==> config.mk <==
export PLATFORM = sky130hd
export DESIGN_NAME = l1_l2_arbiter
export DESIGN_NICKNAME = d
export VERILOG_FILES = /design/src/rtl/l1_l2_arbiter.sv
export SDC_FILE = /design/constraint.sdc
export NUM_CORES = 1
export LEC_CHECK = 0
export ABC_AREA = 1
export CAP_MARGIN = 5
export CORE_AREA = 3 3 287 289
export CTS_BUF_LIST = sky130_fd_sc_hd__clkbuf_2
export DETAILED_ROUTE_END_ITERATION = 12
export DIE_AREA = 0 0 290 292
export GPL_ROUTABILITY_DRIVEN = 0
export GPL_TIMING_DRIVEN = 0
export PLACE_DENSITY = 0.33
export SYNTH_ARGS = -nofsm -noshare
export SYNTH_HDL_FRONTEND = slang
export SYNTH_SLANG_ARGS = --single-unit
==> constraint.sdc <==
create_clock -name clk -period 2.1 [get_ports clk]
set_input_delay 0.42 -clock clk [delete_from_list [all_inputs] [get_ports clk]]
set_output_delay 0.42 -clock clk [all_outputs]
set_load 0.1 [all_outputs]
==> src/rtl/l1_l2_arbiter.sv <==
// Arbitrates L1I and L1D line-fill/write-back requests onto one L2 port using a
// registered-grant FSM with round-robin tie-break. Optional macro ARB_PERF_CNT_EN adds wait counters.
module l1_l2_arbiter #(
    parameter int ADDR_WIDTH = 16,
    parameter int LINE_WIDTH = 128
) (
    input  logic                  clk,
    input  logic                  rst_n,

    input  logic                  i_pmem_read,
    input  logic [ADDR_WIDTH-1:0] i_pmem_address,
    output logic [LINE_WIDTH-1:0] i_pmem_rdata,
    output logic                  i_pmem_resp,

    input  logic                  d_pmem_read,
    input  logic                  d_pmem_write,
    input  logic [ADDR_WIDTH-1:0] d_pmem_address,
    input  logic [LINE_WIDTH-1:0] d_pmem_wdata,
    output logic [LINE_WIDTH-1:0] d_pmem_rdata,
    output logic                  d_pmem_resp,

    output logic                  l2_read,
    output logic                  l2_write,
    output logic [ADDR_WIDTH-1:0] l2_address,
    output logic [LINE_WIDTH-1:0] l2_wdata,
    input  logic [LINE_WIDTH-1:0] l2_rdata,
    input  logic                  l2_resp,

    output logic [15:0]           i_wait_count,
    output logic [15:0]           d_wait_count
);

    typedef enum logic [1:0] {
        IDLE    = 2'd0,
        SERVE_I = 2'd1,
        SERVE_D = 2'd2
    } state_t;

    typedef enum logic {
        GRANT_I = 1'b0,
        GRANT_D = 1'b1
    } grant_t;

    state_t state;
    state_t next_state;
    grant_t last_grant;
    logic   d_req;

    assign d_req = d_pmem_read | d_pmem_write;

    // last_grant only moves on a completed transaction, so an aborted grant never counts as a turn.
    always_ff @(posedge clk or negedge rst_n) begin
        if (!rst_n) begin
            state      <= IDLE;
            last_grant <= GRANT_I;
        end else begin
            state <= next_state;
            if (state == SERVE_I && l2_resp) begin
                last_grant <= GRANT_I;
            end else if (state == SERVE_D && l2_resp) begin
                last_grant <= GRANT_D;
            end
        end
    end

    always_comb begin
        next_state   = state;
        l2_read      = 1'b0;
        l2_write     = 1'b0;
        l2_address   = '0;
        l2_wdata     = '0;
        i_pmem_rdata = '0;
        i_pmem_resp  = 1'b0;
        d_pmem_rdata = '0;
        d_pmem_resp  = 1'b0;

        case (state)
            IDLE: begin
                if (i_pmem_read && d_req) begin
                    next_state = (last_grant == GRANT_I) ? SERVE_D : SERVE_I;
                end else if (d_req) begin
                    next_state = SERVE_D;
                end else if (i_pmem_read) begin
                    next_state = SERVE_I;
                end
            end
            SERVE_I: begin
                l2_read    = 1'b1;
                l2_address = i_pmem_address;
                i_pmem_resp = l2_resp;
                if (l2_resp) begin
                    i_pmem_rdata = l2_rdata;
                    next_state   = IDLE;
                end
            end
            SERVE_D: begin
                // A write-back takes priority if L1D ever raises both strobes.
                l2_read    = d_pmem_read & ~d_pmem_write;
                l2_write   = d_pmem_write;
                l2_address = d_pmem_address;
                l2_wdata   = d_pmem_wdata;
                d_pmem_resp = l2_resp;
                if (l2_resp) begin
                    d_pmem_rdata = l2_rdata;
                    next_state   = IDLE;
                end
            end
            default: begin
                next_state = IDLE;
            end
        endcase
    end

`ifdef ARB_PERF_CNT_EN
    logic [15:0] i_wait_q;
    logic [15:0] d_wait_q;

    // Saturating counts of cycles each master spent pending without holding the L2 port.
    always_ff @(posedge clk or negedge rst_n) begin
        if (!rst_n) begin
            i_wait_q <= 16'h0000;
            d_wait_q <= 16'h0000;
        end else begin
            if (i_pmem_read && state != SERVE_I && i_wait_q != 16'hFFFF) begin
                i_wait_q <= i_wait_q + 16'd1;
            end
            if (d_req && state != SERVE_D && d_wait_q != 16'hFFFF) begin
                d_wait_q <= d_wait_q + 16'd1;
            end
        end
    end

    assign i_wait_count = i_wait_q;
    assign d_wait_count = d_wait_q;
`else
    assign i_wait_count = 16'h0000;
    assign d_wait_count = 16'h0000;
`endif

endmodule

==> results of run 1 <==
cell families (layout without fill, tap and decap cells):
| logic type | Yosys count | in the layout |
|---|---|---|
| AO/OA/AOI/OAI | 20 | 20 |
| adder cells (fa/ha/maj) | 5 | 5 |
| buffers and inverters | 347 | 1071 |
| flip-flops | 3 | 3 |
| other | 1 | 36 |
| AND/OR/NAND/NOR | 435 | 435 |
where the power goes:
part / internal [mW] / switching [mW]
Sequential: 0.0856 / 0.0304
Clock: 0.0502 / 0.0330
Combinational: 5.29 / 13.4
through the flow:
step                      setup WS (ns)  util [%]
final                            -0.232      19.7
after global routing             -0.331      19.7
after CTS                        -0.276      17.2
after detailed placement          -1.54      16.1
after global placement            -1.54      16.1
after floorplan                  -0.713         -
Yosys cell counts:
library cell	count	area share (%)
clkinv_1	1	0.11
clkbuf_1	3	0.33
buf_6	10	3.3
conb_1	1	0.11
nor2_1	258	28
nand2_1	174	19
o21ai_0	1	0.14
dfrtp_1	3	2.2
inv_1	266	29
buf_2	22	3.2
and3_1	2	0.36
a21oi_1	19	2.8
buf_4	45	9.8
nand3_1	1	0.14
ha_1	5	1.8
final timing paths:
check                            from                to  slack (ns)  cells after the start
max                          state[0]  d_pmem_rdata[98]       -0.23                      8
min                             rst_n          state[1]        0.40                      1
max reg2reg                  state[1]          state[1]        0.52                      9
min reg2reg                last_grant        last_grant        0.51                      2
max in group asynchronous       rst_n          state[0]        1.54                      1
min in group clk           last_grant        last_grant        0.51                      2
registers in the layout (all words and copies together) (netlist names):
signal,count
last_grant,1
state,2
layout make-up:
type | count | area, sq um | area share, %
diodes | 4 | 10.0 | 0.0635
clock buffers | 4 | 20.0 | 0.127
inverters | 267 | 1390 | 8.79
multi-input cells | 492 | 3360 | 21.3
repair buffers | 720 | 8580 | 54.4
flip-flops and latches | 3 | 76.3 | 0.484
plain buffers | 80 | 1000 | 6.37
well taps | 1060 | 1330 | 8.42
timing repair:
action,in CTS,in global routing
resized for setup,2884,434
setup buffers,2,15
endpoints found under the setup margin,404,404
hold buffers,0,0
cloned,2,4
pin swaps,0,2
routing by layer:
metal / global-route usage, % / share of wire, % / vias up
li1: - / - / 3615
met1: 9.12 / 37 / 3350
met2: 16.6 / 55 / 397
met3: 2.06 / 7.1 / 17
met4: 1.02 / 0.83 / 2
met5: 0 / 0.033 / -
==> summary.txt, run 1 <==
Layout
  • Area Growth Syn to Fin: 356%
  • Fin cells: 2630
  • Final #Nets: 1866
  • Final Instance Area: 15800 sq um
  • Ratio of cells with drive above 1 in the final layout: 53.9%
  • Commonest non-fill, non-tap cell in the layout: clkdlybuf4s50_1
  • Fillers: 8976
  • Most frequent cells in the layout: 292 x clkdlybuf4s50_1, 172 x buf_12, 163 x inv_1, 143 x buf_4, 140 x nand2_1

Global route
  • Largest net degree at the start of global routing: 11
  • Total gr overflow: 0
  • First-pass GRT wire length: 53400 um
  • Antenna violations before repair: 5
  • Vias in the first global route: 7622
  • Gr usage total: 8.38%

Routing
  • Detailed-router iteration count before antenna repair: 4
  • Starting DRT DRC Count: 158
  • Via count: 7381
  • Routed len/inst: 14.9 um
  • Final ANT Viol Nets: 0
  • Vias per cell: 2.81
  • Final wirelength: 39200 um
  • DRC viols: 0

STA
  • Worst setup margin: -0.232 ns
  • Final Setup Violations: 397
  • Setup TNS: -51.16 ns
  • Clk_skew: 0.000607 ns
  • Final worst-path cycle share: 111%
  • Worst Max-Slew Pin Slew: 0.560 ns
  • Slew HR: 62.8%
  • Fmax: 429 MHz
  • RSZ-0062 raised after global routing: true
  • Hold WS: 0.396 ns
  • Max Slew Vio Count: 0
  • Tmin final: 2.33 ns
  • Final hold violation count: 0

Power and ir drop
  • Pleak: 6.73 nW
  • Pwr Density: 1200 nW/um^2
  • Total Power: 18.9 mW
  • Worst VDD drop: 0.632 mV

Floorplan
  • Starting density of the core: 4.31%
  • Std-Cell Rows: 104
  • DIE AREA: 84700 sq um
  • Core box area: 80200 sq um
  • Chip height: 292 um
  • Die width: 290 um
  • I/O pin cnt: 730

Worst setup path
  • CP required: 1.68 ns
  • CP max stage delay: 0.45 ns
  • Top Family by Delay on Critical Path: buffers and inverters
  • Worst Path Buf+Inv: 5
  • Worst Setup End Kind: output pin
  • Crit path DAT: 1.91 ns
  • Slowest stage cell, crit path: dfrtp_2
  • Setup Crit Path Kind: reg2out
  • Worst path cell trace: inv_4 > ha_4 > buf_12 > nand2_8 > buf_12 > buf_6 > nor2_1 > buf_6
  • CP Max Fanout: 10
  • Setup crit start kind: register

Placement
  • # placed instances: 2599
  • IO buf count: 697
  • Dpl hpwl: 33700 um
  • Post-Place Cell Area: 12900 sq um

Hold path
  • Min-Delay Path Class: in2async

Synth
  • Synth Area in Adders: 1.81%
  • Post-Syn Area: 3450 sq um
  • Synth warn: 0
  • XOR/XNOR Fraction of Synth Area: 0%
  • Mapped Cells: 811
  • Yosys reg bits: 3
  • Simple-gate portion of the synthesized area: 47.4%
  • Synth unique cells: 15
  • Synth Area in Compound Gates: 2.90%
  • Post-synthesis sequential area ratio: 2.17%
  • Post-Syn Area per Cell: 4.26 sq um
  • Mux cell area share after synthesis: 0%
  • Main combinational cell family by area after synthesis: simple AND/OR/NAND/NOR gates

Clock tree
  • Clock Latency Late Sink: 0.21 ns
  • CTS root buf: clkbuf_2
  • CTS tree: done
  • CTS Buf Count: 3
  • Max Root-Sink Buffers: 2
  • Depth of the CTS H-tree: 1
  • Reg clk slew, reported paths: 0.04 ns
  • Sink Count: 3

Outcome
  • Status: complete, but fails checks
  • Failing checks: setup timing

Job
  • Max-cap violations: 0
No activity file was read; power rests on OpenSTA's default activity.
==> inputs of run 2 (changes only) <==
--- a/config.mk
+++ b/config.mk
@@ -9,6 +9,7 @@
 export CAP_MARGIN = 5
 export CORE_AREA = 3 3 287 289
 export CTS_BUF_LIST = sky130_fd_sc_hd__clkbuf_2
+export CTS_CLUSTER_SIZE = 16
 export DETAILED_ROUTE_END_ITERATION = 12
 export DIE_AREA = 0 0 290 292
 export GPL_ROUTABILITY_DRIVEN = 0
==> results of run 2 <==
Final layout, timing and power as in run 1 (identical DEF).
==> inputs of run 3 (changes only) <==
--- a/config.mk
+++ b/config.mk
@@ -7,14 +7,16 @@
 export LEC_CHECK = 0
 export ABC_AREA = 1
 export CAP_MARGIN = 5
-export CORE_AREA = 3 3 287 289
+export CELL_PAD_IN_SITES_DETAIL_PLACEMENT = 1
+export CELL_PAD_IN_SITES_GLOBAL_PLACEMENT = 2
+export CORE_AREA = 3 3 286 288
 export CTS_BUF_LIST = sky130_fd_sc_hd__clkbuf_2
 export CTS_CLUSTER_SIZE = 16
 export DETAILED_ROUTE_END_ITERATION = 12
-export DIE_AREA = 0 0 290 292
+export DIE_AREA = 0 0 289 291
 export GPL_ROUTABILITY_DRIVEN = 0
 export GPL_TIMING_DRIVEN = 0
-export PLACE_DENSITY = 0.33
+export PLACE_DENSITY = 0.69
 export SYNTH_ARGS = -nofsm -noshare
 export SYNTH_HDL_FRONTEND = slang
 export SYNTH_SLANG_ARGS = --single-unit
==> run 3 against run 2 <==
  * The run still ends with setup timing left
  * Critical path type unchanged
  * Largest power group unchanged
  * Highest routed layer is now met4
  * Clock skew hardly changed
  * Clock-buffer cell count stayed put
  * Utilization is 0.59 points higher
==> summary.txt, run 3 (synthesis results as in run 1) <==
Power and ir drop
  • Clock share of power: 0.4% (about the same)
  • Pwr Density: 1200 nW/um^2 (about the same)
  • Worst VDD drop: 0.754 mV (+19%)
  • Pleak: 6.74 nW (about the same)
  • Comb power frac: 99.0% (about the same)
  • Sw Share: 70.3% (-1.0 points)
  • Cell-internal power: 5.72 mW (+5.3%)
  • Switching power total: 13.5 mW (+0.30%)
  • Total Power: 19.3 mW (+1.7%)
  • Sequential Power Share: 0.6% (about the same)

Outcome
  • Failing checks: setup timing
  • Status: complete, but fails checks

Routing
  • Final wirelength: 41800 um (+6.5%)
  • Detailed-router iteration count before antenna repair: 4 (unchanged)
  • Routed len/inst: 16.0 um (+7.0%)
  • Vias per cell: 2.86 (+1.8%)
  • DRC viols: 0 (unchanged)
  • Final ANT Viol Nets: 0 (unchanged)
  • Starting DRT DRC Count: 135 (-15%)
  • Via count: 7478 (+1.3%)

Layout
  • Area Growth Syn to Fin: 364%
  • Multi-input logic area: 3250 sq um (-3.3%)
  • Most frequent cells in the layout: 292 x clkdlybuf4s50_1, 226 x buf_12, 175 x buf_4, 162 x inv_1, 146 x nand2_1
  • Biggest register: state
  • Register Area: 75.1 sq um (-1.6%)
  • Final Instance Area: 16000 sq um (+1.7%)
  • Fillers: 9338 (+4.0%)
  • Top Registers: state (2), last_grant (1)
  • Max reg flops: 2 (unchanged)
  • Ratio of cells with drive above 1 in the final layout: 53.1% (-0.80 points)
  • Final #Nets: 1865 (-0.054%)
  • Commonest non-fill, non-tap cell in the layout: clkdlybuf4s50_1

Clock tree
  • CTS Buf Count: 3 (unchanged)
  • CTS tree: done
  • Cts hold-fix bufs: 0 (unchanged)
  • Clock Latency Late Sink: 0.21 ns (about the same)
  • Reg clk slew, reported paths: 0.04 ns (about the same)
  • Sink Count: 3 (unchanged)
  • Max Root-Sink Buffers: 2 (unchanged)
  • CTS root buf: clkbuf_2
  • Depth of the CTS H-tree: 1 (unchanged)

STA
  • Max Slew Vio Count: 0 (unchanged)
  • RSZ-0062 raised after global routing: true
  • Final worst-path cycle share: 112% (+0.94 points)
  • Clk_skew: 0.000113 ns (-0.000494 ns)
  • Tmin final: 2.35 ns (+0.0197 ns)
  • Worst setup margin: -0.251 ns (-0.0197 ns)
  • Worst Max-Slew Pin Slew: 0.960 ns (+0.400 ns)
  • Slew HR: 36.2% (-27 points)
  • Setup TNS: -52.97 ns (-1.82 ns)
  • Fmax: 425 MHz (-0.84%)
  • Final Setup Violations: 371 (-6.5%)
  • Final hold violation count: 0 (unchanged)

Job
  • Max-cap violations: 0 (unchanged)

Placement
  • Dpl hpwl: 35200 um (+4.3%)
  • Post-Place Cell Area: 12900 sq um (about the same)
  • IO buf count: 697 (unchanged)

Global route
  • Gr usage total: 8.83% (+0.45 points)
  • Antenna violations before repair: 2 (-3)
  • Vias in the first global route: 8083 (+6.0%)
  • Largest net degree at the start of global routing: 11 (unchanged)
  • First-pass GRT wire length: 55100 um (+3.3%)
  • Total gr overflow: 0 (unchanged)

Worst setup path
  • CP Max Fanout: 11 (+1)
  • Setup Crit Path Kind: reg2out
  • Crit path DAT: 1.93 ns (+0.02 ns)
  • Worst Setup End Kind: output pin
  • CP required: 1.68 ns (about the same)
  • Setup crit start kind: register

Floorplan
  • I/O pin cnt: 730 (unchanged)
  • Core box area: 79100 sq um (-1.3%)
  • Die width: 289 um (-0.34%)
  • Starting density of the core: 4.37% (+0.056 points)
  • DIE AREA: 84100 sq um (-0.69%)
  • Std-Cell Rows: 103 (-0.96%)
  • Chip height: 291 um (-0.34%)

Hold path
  • Min-Delay Path Class: in2async
## run 3: cell count changes in the layout (fill, tap and decap cells not counted), moves of 3 or more
cell       delta
clkbuf_4     +12
buf_8        -12
nor2_1        +4
nor2_2        -4
buf_12       +54
nand2_1       +6
buf_4        +32
nand2_4       -7
buf_2        -26
nand2_2       +3
buf_6        -58
clkbuf_16     -5
## run 3: layer usage
metal	vias up	GRT usage, %	wire, um
met3	22	1.64	2750
met5	-	0	0
met2	363	17.0	22500
met1	3493	10.1	15900
li1	3600	-	-
met4	0	1.44	597
## run 3: area by class of cell
class | instances | share of cell area [%]
sequential | 3 | 0.468
tap | 1050 | 8.20
buffer | 80 | 5.48
timing repair buffer | 719 | 56.8
inverter | 267 | 8.63
clock buffer | 4 | 0.125
multi-input combinational | 492 | 20.3
antenna | 2 | 0.0312
## run 3: path summary, 6_finish.rpt
kind / from / end / slack [ns] / depth (start not counted)
worst max-delay path: state[0] / d_pmem_rdata[15] / -0.25 / 8
worst min register to register: last_grant / last_grant / 0.52 / 2
worst max register to register: state[0] / last_grant / 0.51 / 8
max in group asynchronous: rst_n / last_grant / 1.50 / 1
min in group clk: last_grant / last_grant / 0.52 / 2
worst min-delay path: rst_n / state[0] / 0.43 / 1
## run 3: critical path: stages (launching register included)
cell and delay (ns):
dfrtp_1 0.40, inv_2 0.09, ha_2 0.18, buf_8 0.13, nand2_4 0.10, buf_12 0.20
buf_4 0.21, nor2_1 0.15, buf_6 0.25
## run 3: repair_timing
action / CTS / global route
setup endpoints to repair: 404 / 404
setup buffers: 6 / 13
pin swaps: 4 / 1
gates resized for setup: 2778 / 636
cloned: 3 / 0
## run 3: power by group through the flow
stage	Sequential [mW]	Clock, mW	Combinational, mW
6_report	0.107	0.0820	19.1
5_1_grt	0.112	0.0894	19.7
4_1_cts	0.105	0.0873	16.9
3_5_place_dp	0.108	0	16.0
3_3_place_gp	0.106	0	16.0
2_1_floorplan	0.101	0	12.0
## run 3: per-stage QoR
stage	util [%]	hold slack, ns	cells	setup WS, ns
finish	20.3	0.426	2617	-0.251
global route	20.2	0.429	2616	-0.355
CTS	17.2	0.431	2602	-0.279
detailed placement	16.3	0.503	2589	-1.85
global placement	16.3	0.501	2589	-1.87
floorplan	-	0.124	842	-0.713
